### config.mk
export PLATFORM = sky130hd
export DESIGN_NAME = ntt_butterfly_flat
export DESIGN_NICKNAME = d
export VERILOG_FILES = /design/src/rtl/ntt_pkg.sv /design/src/rtl/ntt_butterfly_if.sv /design/src/rtl/ntt_barrett.sv /design/src/rtl/ntt_mul.sv /design/src/rtl/ntt_butterfly.sv /design/src/flat_wrapper.sv
export SDC_FILE = /design/constraint.sdc
export NUM_CORES = 2
export LEC_CHECK = 0
export ABC_AREA = 1
export BUFFER_PORTS_ARGS = -buffer_cell sky130_fd_sc_hd__buf_2
export CORE_MARGIN = 4
export CORE_UTILIZATION = 40
export CTS_BUF_LIST = sky130_fd_sc_hd__clkbuf_2 sky130_fd_sc_hd__clkbuf_4 sky130_fd_sc_hd__clkbuf_8
export DETAILED_ROUTE_END_ITERATION = 7
export GPL_TIMING_DRIVEN = 1
export MAX_ROUTING_LAYER = met4
export SLEW_MARGIN = 10
export SYNTH_ARGS = -nofsm -noshare
export SYNTH_HDL_FRONTEND = slang
export SYNTH_SLANG_ARGS = --single-unit
### constraint.sdc
create_clock -name clk -period 11.5 [get_ports clk]
set_input_delay 1.725 -clock clk [delete_from_list [all_inputs] [get_ports clk]]
set_output_delay 1.725 -clock clk [all_outputs]
set_load 0.05 [all_outputs]
### src/rtl/ntt_pkg.sv
// rtl/ntt_pkg.sv - Kyber NTT constants, coefficient/mode types and sign-extension helper.
package ntt_pkg;

    localparam int Q             = 3329;
    localparam int QINV          = -3327;
    localparam int BARRETT_V     = 20159;
    localparam int BARRETT_SHIFT = 26;
    localparam int BARRETT_RND   = 1 << (BARRETT_SHIFT - 1);
    localparam int MONT_ONE      = 2285;

    typedef logic signed [15:0] coeff_t;

    typedef enum logic {
        BF_CT = 1'b0,
        BF_GS = 1'b1
    } bf_mode_e;

    function automatic logic signed [31:0] sext32(coeff_t x);
        return {{16{x[15]}}, x};
    endfunction

endpackage

### src/rtl/ntt_butterfly_if.sv
// rtl/ntt_butterfly_if.sv - Coefficient-pair input stream and result output stream of the butterfly.
interface ntt_butterfly_if
    import ntt_pkg::*;
#(
    parameter int TAG_W = 4
);
    logic             in_valid;
    logic             in_ready;
    logic             in_mode;
    coeff_t           in_a;
    coeff_t           in_b;
    coeff_t           in_zeta;
    logic [TAG_W-1:0] in_tag;
    logic             out_valid;
    logic             out_ready;
    coeff_t           out_a;
    coeff_t           out_b;
    logic [TAG_W-1:0] out_tag;

    modport slave (
        input  in_valid, in_mode, in_a, in_b, in_zeta, in_tag, out_ready,
        output in_ready, out_valid, out_a, out_b, out_tag
    );

    modport master (
        output in_valid, in_mode, in_a, in_b, in_zeta, in_tag, out_ready,
        input  in_ready, out_valid, out_a, out_b, out_tag
    );
endinterface

### src/rtl/ntt_barrett.sv
// rtl/ntt_barrett.sv - Combinational Barrett reduction of an int16 coefficient modulo Q.
module ntt_barrett
    import ntt_pkg::*;
(
    input  coeff_t x,
    output coeff_t r
);
    logic signed [31:0] xe;
    logic signed [31:0] q_est;

    always_comb begin
        xe    = sext32(x);
        q_est = (xe * BARRETT_V + BARRETT_RND) >>> BARRETT_SHIFT;
        r     = coeff_t'(xe - q_est * Q);
    end
endmodule

### src/rtl/ntt_mul.sv
// rtl/ntt_mul.sv - Combinational Montgomery multiply: (x*y*2^-16) mod Q, result in (-Q,Q).
module ntt_mul
    import ntt_pkg::*;
(
    input  coeff_t x,
    input  coeff_t y,
    output coeff_t r
);
    logic signed [31:0] prod;
    logic signed [31:0] diff;
    coeff_t             m;

    // m*Q cancels the low half of the product, so the upper half is exact.
    always_comb begin
        prod = sext32(x) * sext32(y);
        m    = coeff_t'(prod * QINV);
        diff = prod - sext32(m) * Q;
        r    = coeff_t'(diff >>> 16);
    end
endmodule

### src/rtl/ntt_butterfly.sv
// rtl/ntt_butterfly.sv - Three-stage CT/GS NTT butterfly with a single global stall enable.
module ntt_butterfly
    import ntt_pkg::*;
#(
    parameter int TAG_W = 4
)
(
    input  logic            clk,
    input  logic            rst,
    ntt_butterfly_if.slave  bus
);
    typedef struct packed {
        bf_mode_e         mode;
        coeff_t           a;
        coeff_t           b;
        coeff_t           zeta;
        logic [TAG_W-1:0] tag;
    } s1_t;

    // After the multiply, a holds a (CT) or a+b (GS) and b holds the product t.
    typedef struct packed {
        bf_mode_e         mode;
        coeff_t           a;
        coeff_t           b;
        logic [TAG_W-1:0] tag;
    } s2_t;

    s1_t              s1, s1_next;
    s2_t              s2, s2_next;
    logic             v1, v2, v3;
    logic             en;
    coeff_t           mul_in, mul_out, red_out;
    coeff_t           oa, ob, oa_next, ob_next;
    logic [TAG_W-1:0] otag;

    assign en            = ~v3 | bus.out_ready;
    assign bus.in_ready  = en;
    assign bus.out_valid = v3;
    assign bus.out_a     = oa;
    assign bus.out_b     = ob;
    assign bus.out_tag   = otag;

    ntt_mul u_mul (
        .x (s1.zeta),
        .y (mul_in),
        .r (mul_out)
    );

    ntt_barrett u_barrett (
        .x (s2.a),
        .r (red_out)
    );

    always_comb begin
        s1_next = '{mode: bf_mode_e'(bus.in_mode), a: bus.in_a, b: bus.in_b,
                    zeta: bus.in_zeta, tag: bus.in_tag};
        mul_in  = (s1.mode == BF_GS) ? coeff_t'(s1.b - s1.a) : s1.b;
        s2_next = '{mode: s1.mode, a: (s1.mode == BF_GS) ? coeff_t'(s1.a + s1.b) : s1.a,
                    b: mul_out, tag: s1.tag};
        oa_next = (s2.mode == BF_GS) ? red_out : coeff_t'(s2.a + s2.b);
        ob_next = (s2.mode == BF_GS) ? s2.b    : coeff_t'(s2.a - s2.b);
    end

    always_ff @(posedge clk) begin
        if (rst) begin
            v1   <= 1'b0;
            v2   <= 1'b0;
            v3   <= 1'b0;
            s1   <= '0;
            s2   <= '0;
            oa   <= '0;
            ob   <= '0;
            otag <= '0;
        end else if (en) begin
            v1   <= bus.in_valid;
            s1   <= s1_next;
            v2   <= v1;
            s2   <= s2_next;
            v3   <= v2;
            oa   <= oa_next;
            ob   <= ob_next;
            otag <= s2.tag;
        end
    end
endmodule

### src/flat_wrapper.sv
// flat-port wrapper written by rule: the top's interface ports become plain ports
module ntt_butterfly_flat import ntt_pkg::*;
#(
    parameter int TAG_W = 4
)
  (clk, rst, bus_in_valid, bus_in_mode, bus_in_a, bus_in_b, bus_in_zeta, bus_in_tag, bus_out_ready, bus_in_ready, bus_out_valid, bus_out_a, bus_out_b, bus_out_tag);
  ntt_butterfly_if #(.TAG_W(TAG_W)) bus_i ();
  input  logic clk;
  input  logic rst;
  input wire logic [$bits(bus_i.in_valid)-1:0] bus_in_valid;
  input wire logic [$bits(bus_i.in_mode)-1:0] bus_in_mode;
  input wire logic [$bits(bus_i.in_a)-1:0] bus_in_a;
  input wire logic [$bits(bus_i.in_b)-1:0] bus_in_b;
  input wire logic [$bits(bus_i.in_zeta)-1:0] bus_in_zeta;
  input wire logic [$bits(bus_i.in_tag)-1:0] bus_in_tag;
  input wire logic [$bits(bus_i.out_ready)-1:0] bus_out_ready;
  output wire logic [$bits(bus_i.in_ready)-1:0] bus_in_ready;
  output wire logic [$bits(bus_i.out_valid)-1:0] bus_out_valid;
  output wire logic [$bits(bus_i.out_a)-1:0] bus_out_a;
  output wire logic [$bits(bus_i.out_b)-1:0] bus_out_b;
  output wire logic [$bits(bus_i.out_tag)-1:0] bus_out_tag;
  assign bus_i.in_valid = bus_in_valid;
  assign bus_i.in_mode = bus_in_mode;
  assign bus_i.in_a = bus_in_a;
  assign bus_i.in_b = bus_in_b;
  assign bus_i.in_zeta = bus_in_zeta;
  assign bus_i.in_tag = bus_in_tag;
  assign bus_i.out_ready = bus_out_ready;
  assign bus_in_ready = bus_i.in_ready;
  assign bus_out_valid = bus_i.out_valid;
  assign bus_out_a = bus_i.out_a;
  assign bus_out_b = bus_i.out_b;
  assign bus_out_tag = bus_i.out_tag;
  ntt_butterfly #(.TAG_W(TAG_W)) u_core (.clk(clk), .rst(rst), .bus(bus_i));
endmodule
==> results.cfg <==
[sta]
fmax_mhz = 84.96
finalSetupViolCount = 9
hold_viol_final = 0
timing_max_transition_violations_final = 0
rsz0062_at_grt = yes
period_share_pct = 102.3
setup_ws_ns = -0.2702
slew_headroom_pct = 29.27
period_needed_ns = 11.77
worst_pin_slew_ns = 1.050
skew_ns = 0.02532

[finish]
layout.nets = 5148
final_core_util_pct = 45.98
drive_gt1_share_pct = 14.13
synthToLayoutAreaGrowth_pct = 14.29
final_common_cell = inv_1
mostFrequentLayoutCells = 903 x inv_1, 486 x nand2_1, 464 x fa_1, 439 x ha_1, 279 x nor2_1
antenna_cells = 0

[worst_setup_path]
worstPathMaxFanout = 7
timing.rr.end = u_core.s2[16]
cp-start-kind = flop
r2r-start = u_core.s1[20]
worstPathRequired_ns = 11.96
reg2regPathDepth = 60
cp.arrival_ns = 12.23
crit_top_cell = fa_1
path_class = reg -> reg
slowest_stage = fa_1
r2r_setup_slack_ns = -0.27
critPathCaptureType = flop
worst_path_largest_cell_delay_ns = 0.60

[detailed_routing]
routedWlPerCell_um = 16.94
via_per_inst = 4.999
first_pass_iters = 5
ant_nets = 0
drt_wl_total_um = 87160
vias = 25730
first_iter_violations = 1439
drc = 0

[clocking]
numCtsBuffers = 17
cts.sinks = 129
cts.path.max_buffers = 2
cts_tree = done
clk_latency_ns = 0.53
root_buffer = clkbuf_8
path_clk_slew_ns = 0.08
h-tree-depth = 4

[floorplan]
row_count = 101
core_um2 = 75820
die_x_um = 284.2
initial_core_util_pct = 40.23
ios = 95
die_area_um2 = 80750
die_y_um = 284.2

[yosys]
synth_cell_types = 56
synthArstFlopShare_pct = 0
synth_edf_count = 0
yosysWarnings = 0
syn_area_per_cell_um2 = 7.859
syn_nets = 4875
synthFlopType = dfxtp_1
ys_seq_elements = 129
yosysSeqAreaShare_pct = 8.465
synth_cells = 3882
synth_area_um2 = 30510

[run_status]
violations = negative setup slack
outcome = finished with violations

[global_route]
grt_pass1_vias = 26370
grt_max_degree = 136
globalRoute.totalOverflow = 0
grt.total_usage_pct = 22.76
grt_pass1_wl_um = 142900
antenna_found_initial = 0

[worst_hold_path]
whs_path_depth = 2
holdCritStartpoint = u_core.s2[0]
min_to = u_core.s2[0]
min_path_type = reg -> reg

[placed_design]
pre_cts_ws_ns = -0.3196
gp_congestion = 0.9551
place_hpwl_um = 73850
io_buffers = 94

[run]
drv.max_cap_violation_count = 0
==> metal layers <==
layer | vias to the layer above | share of wire, % | global-route usage [%]
met5 | - | 0 | -
met4 | 0 | 2.4 | 5.092
met3 | 124 | 5.5 | 3.336
met2 | 597 | 45 | 35.53
met1 | 12380 | 47 | 31.53
li1 | 12620 | - | -
==> cells by family (layout without fill, tap and decap cells) <==
logic type	after synthesis	count (layout)	share of synthesized area [%]
xor gates and xnor gates	78	78	2.264
adders and majority gates	936	936	49.95
buffers and inverters	1035	1321	12.91
and+or+nand+nor	1094	1094	15.35
AOI/OAI and AO/OA	610	610	11.06
DFF	129	129	8.465
==> critical path, delay by kind of cell (launching register included) <==
family	cells	cell delay (ns)
adder cells (fa/ha/maj)	20	7.56
AND/OR/NAND/NOR	20	1.76
AO/OA/AOI/OAI	8	1.10
buffers and inverters	11	0.73
flip-flops	1	0.35
XOR/XNOR	1	0.20
==> cell usage after synthesis (5+ instances only) <==
library cell	count	area share, %
nand2_1	502	6.2
dfxtp_1	129	8.5
clkinv_1	8	0.098
a21boi_0	5	0.12
xnor2_1	29	0.83
or2_2	17	0.35
inv_1	928	11
a31oi_1	19	0.39
o21bai_1	23	0.57
o21ai_1	10	0.16
o21ai_0	223	3.7
a21o_1	26	0.64
nand3b_1	5	0.12
buf_2	12	0.20
o211ai_1	14	0.34
fa_1	470	31
nor4_1	5	0.10
clkbuf_1	61	0.75
inv_2	5	0.062
nor2_2	11	0.23
nand3_2	6	0.20
xor2_1	48	1.4
nand2_2	9	0.18
a21oi_1	252	4.1
a21oi_2	6	0.17
nand3_1	171	2.8
nand4_1	27	0.55
buf_1	13	0.16
o21ai_2	7	0.20
o31ai_1	8	0.20
nand2_4	5	0.18
nor3_1	30	0.49
ha_1	466	19
nor2_1	296	3.6
==> sequential cells by signal (all words and copies together), names as in the netlist <==
signal / count
u_core.s1: 53
u_core.bus.out_b: 16
u_core.bus.out_a: 16
u_core.v2: 1
u_core.bus.out_valid: 1
u_core.v1: 1
u_core.s2: 37
u_core.bus.out_tag: 4
==> per-stage QoR <==
| step | TNS [ns] | hold WS (ns) | instances | cell area, um2 |
|---|---|---|---|---|
| floorplan | -0.5422 | 0.4411 | 3882 | 30800 |
| global placement | -1.559 | 0.4576 | 5085 | 33810 |
| CTS | -0.8846 | 0.4864 | 5130 | 34540 |
| finish | -1.568 | 0.4791 | 5146 | 34870 |
| detailed placement | -2.640 | 0.4660 | 5085 | 33810 |
| global route | -8.704 | 0.4977 | 5146 | 34870 |
==> layout make-up <==
| type | instances | area, um2 |
|---|---|---|
| clock buffer | 19 | 255.2 |
| timing repair buffer | 348 | 2414 |
| inverter | 941 | 3541 |
| tap | 978 | 1224 |
| sequential | 129 | 2586 |
| fill | 7611 | 40960 |
| clock inverter | 13 | 128.9 |
| multi-input combinational | 2718 | 24720 |
==> what timing repair did <==
item                                    CTS  global route
hold buffers                              0             0
endpoints found under the setup margin   15            16
gates resized for setup                  62            46
setup buffers                            13            16
pin swaps                                55            52
==> how the worst max path moves through the flow <==
stage | slack (ns) | end | startpoint
floorplan | -0.16 | u_core.s2[16] | u_core.s1[20]
global placement | -0.23 | u_core.s2[17] | u_core.s1[38]
detailed placement | -0.32 | u_core.s2[16] | u_core.s1[20]
CTS | -0.16 | u_core.s2[19] | u_core.s1[20]
global route | -0.70 | u_core.s2[19] | u_core.s1[20]
finish | -0.27 | u_core.s2[16] | u_core.s1[20]
Power is left out: the tool's default activity adds up to more than one toggle a clock period on the data nets, which glitch-free logic cannot reach.
